## config.mk

```make
export PLATFORM = sky130hd
export DESIGN_NAME = cdc_pulse_req_fast_tx_flat
export DESIGN_NICKNAME = d
export VERILOG_FILES = /design/src/rtl/cdc_pkg.sv /design/src/rtl/cdc_pulse_req_fast_tx_if.sv /design/src/rtl/cdc_pulse_req_lane.sv /design/src/rtl/cdc_pulse_req_fast_tx.sv /design/src/flat_wrapper.sv
export SDC_FILE = /design/constraint.sdc
export NUM_CORES = 1
export LEC_CHECK = 0
export BUFFER_PORTS_ARGS = -buffer_cell sky130_fd_sc_hd__buf_2
export CORE_MARGIN = 8
export CORE_UTILIZATION = 40
export CTS_CLUSTER_SIZE = 12
export DETAILED_ROUTE_END_ITERATION = 8
export GPL_TIMING_DRIVEN = 0
export PLACE_DENSITY = 0.68
export SLEW_MARGIN = 20
export SYNTH_ARGS = -nofsm -noshare
export SYNTH_HDL_FRONTEND = slang
export SYNTH_SLANG_ARGS = --single-unit
```

## constraint.sdc

```tcl
create_clock -name fast_clk -period 5.73 [get_ports fast_clk]
set_input_delay 1.146 -clock fast_clk [delete_from_list [all_inputs] [get_ports fast_clk]]
set_output_delay 1.146 -clock fast_clk [all_outputs]
set_load 0.02 [all_outputs]
```

## src/rtl/cdc_pkg.sv

```systemverilog
`default_nettype none
// ============================================================================
//  Module   : cdc_pkg
//  Purpose  : Shared types and defaults for the fast-to-slow pulse crossing.
//  Revision : 1.0  initial release
// ============================================================================
package cdc_pkg;

    // Per-lane transmit handshake states.
    typedef enum logic [1:0] {
        IDLE     = 2'd0,
        REQ      = 2'd1,
        WAIT_LOW = 2'd2
    } cdc_tx_state_e;

    localparam int CDC_SYNC_STAGES_DEF = 2;
    localparam int CDC_WIDTH_DEF       = 8;
    localparam int CDC_CNT_W_DEF       = 8;

endpackage : cdc_pkg
`default_nettype wire

```

## src/rtl/cdc_pulse_req_fast_tx_if.sv

```systemverilog
`default_nettype none
// ============================================================================
//  Module   : cdc_pulse_req_fast_tx_if
//  Purpose  : Pulse/handshake/status bundle of the fast-domain transmitter.
//             master = event source / receiver side, slave = transmitter.
//  Revision : 1.0  initial release
// ============================================================================
interface cdc_pulse_req_fast_tx_if
    import cdc_pkg::*;
#(
    parameter int WIDTH = CDC_WIDTH_DEF,
    parameter int CNT_W = CDC_CNT_W_DEF
);
    logic [WIDTH-1:0] pulse_in_fast;
    logic [WIDTH-1:0] ack_in_async;
    logic             ovf_clr;
    logic [WIDTH-1:0] req_out;
    logic [WIDTH-1:0] busy;
    logic [WIDTH-1:0] overflow;
    logic [CNT_W-1:0] drop_cnt;

    modport master (
        output pulse_in_fast, ack_in_async, ovf_clr,
        input  req_out, busy, overflow, drop_cnt
    );

    modport slave (
        input  pulse_in_fast, ack_in_async, ovf_clr,
        output req_out, busy, overflow, drop_cnt
    );
endinterface : cdc_pulse_req_fast_tx_if
`default_nettype wire

```

## src/rtl/cdc_pulse_req_lane.sv

```systemverilog
`default_nettype none
// ============================================================================
//  Module   : cdc_pulse_req_lane
//  Purpose  : One lane: four-phase req/ack transmitter with a one-deep
//             pending slot and an ack synchronizer. Flags dropped pulses.
//  Revision : 1.0  initial release
// ============================================================================
module cdc_pulse_req_lane
    import cdc_pkg::*;
#(
    parameter int SYNC_STAGES = CDC_SYNC_STAGES_DEF
) (
    input  wire logic fast_clk,
    input  wire logic reset_n,
    input  wire logic pulse_i,
    input  wire logic ack_async_i,
    output logic      req_o,
    output logic      busy_o,
    output logic      drop_o
);

    cdc_tx_state_e          state_q, state_d;
    logic                   pending_q, pending_d;
    logic                   req_q, req_d;
    logic [SYNC_STAGES-1:0] sync_q;
    logic                   ack_s;
    logic                   exit_wait;
    logic                   direct;
    logic                   consume;

    assign ack_s = sync_q[SYNC_STAGES-1];

    // Ack synchronizer chain from the slow domain.
    always_ff @(posedge fast_clk or negedge reset_n) begin
        if (!reset_n) begin
            sync_q <= '0;
        end else begin
            sync_q <= {sync_q[SYNC_STAGES-2:0], ack_async_i};
        end
    end

    // Next state, pending slot and drop decision.
    always_comb begin
        state_d   = state_q;
        pending_d = pending_q;
        drop_o    = 1'b0;

        // Leaving WAIT_LOW this cycle: either the pending pulse or a pulse
        // arriving right now starts the next request.
        exit_wait = (state_q == WAIT_LOW) && !ack_s;
        direct    = (state_q == IDLE) || (exit_wait && !pending_q);
        consume   = exit_wait && pending_q;

        case (state_q)
            IDLE:     if (pulse_i) state_d = REQ;
            REQ:      if (ack_s)   state_d = WAIT_LOW;
            WAIT_LOW: if (!ack_s)  state_d = (pending_q || pulse_i) ? REQ : IDLE;
            default:               state_d = IDLE;
        endcase

        if (pulse_i && !direct) begin
            // A consumed slot may be refilled in the same cycle.
            if (!pending_q || consume) begin
                pending_d = 1'b1;
            end else begin
                drop_o = 1'b1;
            end
        end else if (consume) begin
            pending_d = 1'b0;
        end

        req_d = (state_d == REQ);
    end

    // State, pending and request registers; request leaves straight from a flop.
    always_ff @(posedge fast_clk or negedge reset_n) begin
        if (!reset_n) begin
            state_q   <= IDLE;
            pending_q <= 1'b0;
            req_q     <= 1'b0;
        end else begin
            state_q   <= state_d;
            pending_q <= pending_d;
            req_q     <= req_d;
        end
    end

    assign req_o  = req_q;
    assign busy_o = (state_q != IDLE);

endmodule : cdc_pulse_req_lane
`default_nettype wire

```

## src/rtl/cdc_pulse_req_fast_tx.sv

```systemverilog
`default_nettype none
// ============================================================================
//  Module   : cdc_pulse_req_fast_tx
//  Purpose  : WIDTH independent pulse-to-handshake lanes toward a slower
//             domain, with sticky per-lane overflow and a saturating
//             shared drop counter.
//  Revision : 1.0  initial release
// ============================================================================
module cdc_pulse_req_fast_tx
    import cdc_pkg::*;
#(
    parameter int WIDTH       = CDC_WIDTH_DEF,
    parameter int SYNC_STAGES = CDC_SYNC_STAGES_DEF,
    parameter int CNT_W       = CDC_CNT_W_DEF
) (
    input  wire logic               fast_clk,
    input  wire logic               reset_n,
    cdc_pulse_req_fast_tx_if.slave  bus
);

    localparam int PC_W  = $clog2(WIDTH + 1);
    localparam int SUM_W = ((CNT_W > PC_W) ? CNT_W : PC_W) + 1;
    localparam logic [CNT_W-1:0] CNT_MAX = '1;

    logic [WIDTH-1:0] w_req;
    logic [WIDTH-1:0] w_busy;
    logic [WIDTH-1:0] w_drop;
    logic [PC_W-1:0]  drop_pc;
    logic [SUM_W-1:0] cnt_sum;
    logic [WIDTH-1:0] overflow_q, overflow_d;
    logic [CNT_W-1:0] drop_cnt_q, drop_cnt_d;

    for (genvar i = 0; i < WIDTH; i++) begin : g_lane
        cdc_pulse_req_lane #(
            .SYNC_STAGES (SYNC_STAGES)
        ) u_lane (
            .fast_clk    (fast_clk),
            .reset_n     (reset_n),
            .pulse_i     (bus.pulse_in_fast[i]),
            .ack_async_i (bus.ack_in_async[i]),
            .req_o       (w_req[i]),
            .busy_o      (w_busy[i]),
            .drop_o      (w_drop[i])
        );
    end

    // Drop popcount, saturating accumulate, and sticky overflow with clear.
    always_comb begin
        drop_pc = '0;
        for (int i = 0; i < WIDTH; i++) begin
            drop_pc = drop_pc + PC_W'(w_drop[i]);
        end

        // A clear restarts accounting from this cycle's drops only.
        if (bus.ovf_clr) begin
            cnt_sum    = SUM_W'(drop_pc);
            overflow_d = w_drop;
        end else begin
            cnt_sum    = SUM_W'(drop_cnt_q) + SUM_W'(drop_pc);
            overflow_d = overflow_q | w_drop;
        end

        drop_cnt_d = (cnt_sum > SUM_W'(CNT_MAX)) ? CNT_MAX : cnt_sum[CNT_W-1:0];
    end

    // Status registers.
    always_ff @(posedge fast_clk or negedge reset_n) begin
        if (!reset_n) begin
            overflow_q <= '0;
            drop_cnt_q <= '0;
        end else begin
            overflow_q <= overflow_d;
            drop_cnt_q <= drop_cnt_d;
        end
    end

    assign bus.req_out  = w_req;
    assign bus.busy     = w_busy;
    assign bus.overflow = overflow_q;
    assign bus.drop_cnt = drop_cnt_q;

endmodule : cdc_pulse_req_fast_tx
`default_nettype wire

```

## src/flat_wrapper.sv

```systemverilog
// flat-port wrapper written by rule: the top's interface ports become plain ports
module cdc_pulse_req_fast_tx_flat import cdc_pkg::*;
#(
    parameter int WIDTH       = CDC_WIDTH_DEF,
    parameter int SYNC_STAGES = CDC_SYNC_STAGES_DEF,
    parameter int CNT_W       = CDC_CNT_W_DEF
)
  (fast_clk, reset_n, bus_pulse_in_fast, bus_ack_in_async, bus_ovf_clr, bus_req_out, bus_busy, bus_overflow, bus_drop_cnt);
  cdc_pulse_req_fast_tx_if #(.WIDTH(WIDTH), .CNT_W(CNT_W)) bus_i ();
  input  wire logic fast_clk;
  input  wire logic reset_n;
  input wire logic [$bits(bus_i.pulse_in_fast)-1:0] bus_pulse_in_fast;
  input wire logic [$bits(bus_i.ack_in_async)-1:0] bus_ack_in_async;
  input wire logic [$bits(bus_i.ovf_clr)-1:0] bus_ovf_clr;
  output wire logic [$bits(bus_i.req_out)-1:0] bus_req_out;
  output wire logic [$bits(bus_i.busy)-1:0] bus_busy;
  output wire logic [$bits(bus_i.overflow)-1:0] bus_overflow;
  output wire logic [$bits(bus_i.drop_cnt)-1:0] bus_drop_cnt;
  assign bus_i.pulse_in_fast = bus_pulse_in_fast;
  assign bus_i.ack_in_async = bus_ack_in_async;
  assign bus_i.ovf_clr = bus_ovf_clr;
  assign bus_req_out = bus_i.req_out;
  assign bus_busy = bus_i.busy;
  assign bus_overflow = bus_i.overflow;
  assign bus_drop_cnt = bus_i.drop_cnt;
  cdc_pulse_req_fast_tx #(.WIDTH(WIDTH), .SYNC_STAGES(SYNC_STAGES), .CNT_W(CNT_W)) u_core (.fast_clk(fast_clk), .reset_n(reset_n), .bus(bus_i));
endmodule
```

==> results.ini <==
[status]
status=complete, no violations

[critical_path]
slowest_delay_ns=0.52
crit_path_max_fanout=5
critPathBufInv=2
crit_arrival_ns=5.04
path_common_cell=fa_1
startpoint_type=input pin
critical_path_class=input pin to flip-flop
path_cells=buf_2 -> nand2_1 -> nor2_1 -> ha_1 -> inv_1 -> fa_1 -> fa_1 -> fa_1 -> fa_1 -> fa_1 -> nand2b_1 -> o2bb2ai_2 -> or3_4 -> o311ai_1
critPathRequiredTime_ns=5.95
critPathTopFamily=adder cells
crit_slowest_cell=fa_1
end_kind=flip-flop

[sta]
fin_crit_ns=4.815
slew_headroom_pct=63.89
setup_violations=0
finalMaxSlewViolations=0
hold_viol=0
fin_setup_tns_ns=0
fmax_ghz=0.2077
tightest_slew_ns=0.5417
finalWorstSetupSlack_ns=0.9150
fin_skew_ns=0.008358
rsz0062_at_grt=no
post-route-period-util_pct=84.03

[floorplan]
core_area_sq_um=7253
die-area_sq_um=10550
num_rows=31
ios=51
start_util_pct=41.45
die_x_um=102.7
die_h_um=102.7

[yosys]
synthDistinctLibCells=41
postSynthAreaPerCell_sq_um=10.82
syn_area_sq_um=3007
yosys_warnings=0
ys_ff_latch=64
synth_nets=309
yosysSeqAreaShare_pct=53.27
syn-instance-count=278

[placement]
dp_slack_ns=0.5643
post_dp_cell_area_sq_um=3403
portBuffers=50
dp_hpwl_um=4082
gp_congestion=0.7741

[pwr]
peakVddDrop_mv=0.3332
cellPowerDensity_nw_per_um2=592.1
p_leak_nw=1.767

[layout]
mostFrequentLayoutCell=dfrtp_1
nFillCells=653
nets=371
synthToLayoutAreaGrowth_pct=19.73
final_cell_mix=dfrtp_1, buf_2, inv_1, nand2_1, o21ai_0
regArea_sq_um=1602
diodes=0
finalInstanceArea_sq_um=3600
drive_above_1_share_pct=29.28
multi_input_area_sq_um=1182

[clock_tree]
clk_pin_slew_ns=0.07
htree_levels=3
cts_tree=done
cts.sinks=64
cts_hold_buffers=0
clk_path_buf_depth=2
cts_resized=0
cts-root-buf=clkbuf_8
post_cts_buffers=0
cts_made_buffers=9
clk-insertion-delay-late_ns=0.33

[routing]
dr.pass1.iters=4
drc_errors=0
vias_per_cell=4.752
drt-initial-drc-count=60
drt_wl_total_um=5473
routedWlPerCell_um=12.33
drtAntennaViolNets=0
vias=2110

[grt]
grt_usage_pct=11.42
grt.overflow.total=0
grt_pass1_wl_um=9211
grt_antenna_before_repair=0
grt_pass1_vias=2047
grt_max_degree=35

[worst_hold_path]
hold_class=flip-flop to flip-flop

[run]
cap_violations=0

worst register-to-register path: cells and delay by family, from the launching register on:
kind	cells	cell delay, ns
fa+ha+maj	6	2.73
simple gates	3	0.69
compound gates	3	0.52
flops	1	0.43
buf+inv	1	0.05
state kept, by name, summed over array words and instances (netlist names):
signal / count
u_core.g_lane.u_lane.state_q: 16
u_core.g_lane.u_lane.sync_q: 16
u_core.bus.drop_cnt: 8
u_core.bus.overflow: 8
u_core.g_lane.u_lane.pending_q: 8
u_core.g_lane.u_lane.req_o: 8
path summary, 6_finish.rpt:
kind                                                              start                                            to  slack (ns)  cells past startpoint
setup / recovery                                   bus_pulse_in_fast[1]              u_core.bus.drop_cnt[3]$_DFF_PN0_        0.91                     14
hold / removal              u_core.g_lane[6].u_lane.sync_q[0]$_DFF_PN0_   u_core.g_lane[6].u_lane.sync_q[1]$_DFF_PN0_        0.35                      0
setup reg to reg           u_core.g_lane[1].u_lane.state_q[1]$_DFF_PN0_              u_core.bus.drop_cnt[3]$_DFF_PN0_        1.19                     13
hold reg to reg             u_core.g_lane[6].u_lane.sync_q[0]$_DFF_PN0_   u_core.g_lane[6].u_lane.sync_q[1]$_DFF_PN0_        0.35                      0
max in group asynchronous                                       reset_n  u_core.g_lane[7].u_lane.state_q[0]$_DFF_PN0_        4.47                      2
min in group asynchronous                                       reset_n  u_core.g_lane[6].u_lane.state_q[1]$_DFF_PN0_        0.74                      1
logic make-up after synthesis:
| logic type | after synthesis | synth area share (%) |
|---|---|---|
| fa+ha+maj | 12 | 6.242 |
| xor+xnor | 10 | 2.913 |
| buf+inv | 43 | 7.408 |
| compound gates | 59 | 13.52 |
| simple gates | 85 | 14.90 |
| flops | 64 | 53.27 |
| mux | 5 | 1.748 |
power breakdown:
part	switching, mW	internal [mW]	total [mW]
clock	0.176	0.200	0.376
sequential	0.132	0.611	0.743
combinational	0.531	0.481	1.01
total	0.839	1.29	2.13
Yosys cell counts (all sizes together):
master | n | area [sq um]
o2bb2ai | 1 | 15.01
nor2b | 8 | 50.05
o21a | 1 | 7.510
o32ai | 2 | 17.52
mux2i | 3 | 30.03
xor2 | 8 | 70.07
nor3b | 4 | 35.03
nand3 | 5 | 25.02
nor4b | 1 | 8.760
a21oi | 7 | 35.03
nand2b | 4 | 25.02
buf | 17 | 125.1
or2 | 8 | 50.05
o211ai | 3 | 32.53
and2 | 8 | 50.05
nand4 | 2 | 12.51
o311ai | 1 | 8.760
inv | 24 | 90.09
a21boi | 5 | 37.54
o21ai | 21 | 105.1
nor2 | 14 | 52.55
mux2 | 2 | 22.52
o22a | 5 | 43.79
a22oi | 7 | 52.55
fa | 5 | 100.1
ha | 7 | 87.58
o21bai | 1 | 7.510
a211oi | 2 | 20.02
and3 | 1 | 6.260
or3 | 6 | 42.54
clkbuf | 2 | 7.510
nand2 | 24 | 90.09
dfrtp | 64 | 1602
o311a | 1 | 11.26
o22ai | 2 | 12.51
xnor2 | 2 | 17.52
metrics by stage:
stage | utilization (%) | total power, mW | hold WS [ns] | cells
2_1_floorplan | - | 1.520 | 0.3312 | 278
3_3_place_gp | 46.61 | 1.735 | 0.3312 | 427
3_5_place_dp | 46.92 | 1.776 | 0.3364 | 428
4_1_cts | 49.63 | 2.171 | 0.3515 | 444
5_1_grt | 49.63 | 2.327 | 0.3537 | 444
6_report | 49.63 | 2.131 | 0.3462 | 444
layout make-up:
cell class | count | area share, %
tap | 99 | 3.441
sequential | 64 | 44.49
clock buffer | 9 | 3.441
multi-input combinational | 171 | 32.85
clock inverter | 7 | 2.016
timing repair buffer | 51 | 7.577
buffer | 19 | 3.684
inverter | 24 | 2.503
routing by layer:
metal | share of wire [%] | vias to the layer above | wire [um] | global-route usage (%)
li1 | - | 1055 | - | -
met1 | 45 | 1009 | 2475 | 13.44
met2 | 48 | 44 | 2646 | 18.28
met3 | 5.9 | 2 | 322 | 4.186
met4 | 0.49 | 0 | 27 | 5.079
met5 | 0 | - | 0 | 0
Note: power is estimated with default switching activity, not from simulation.
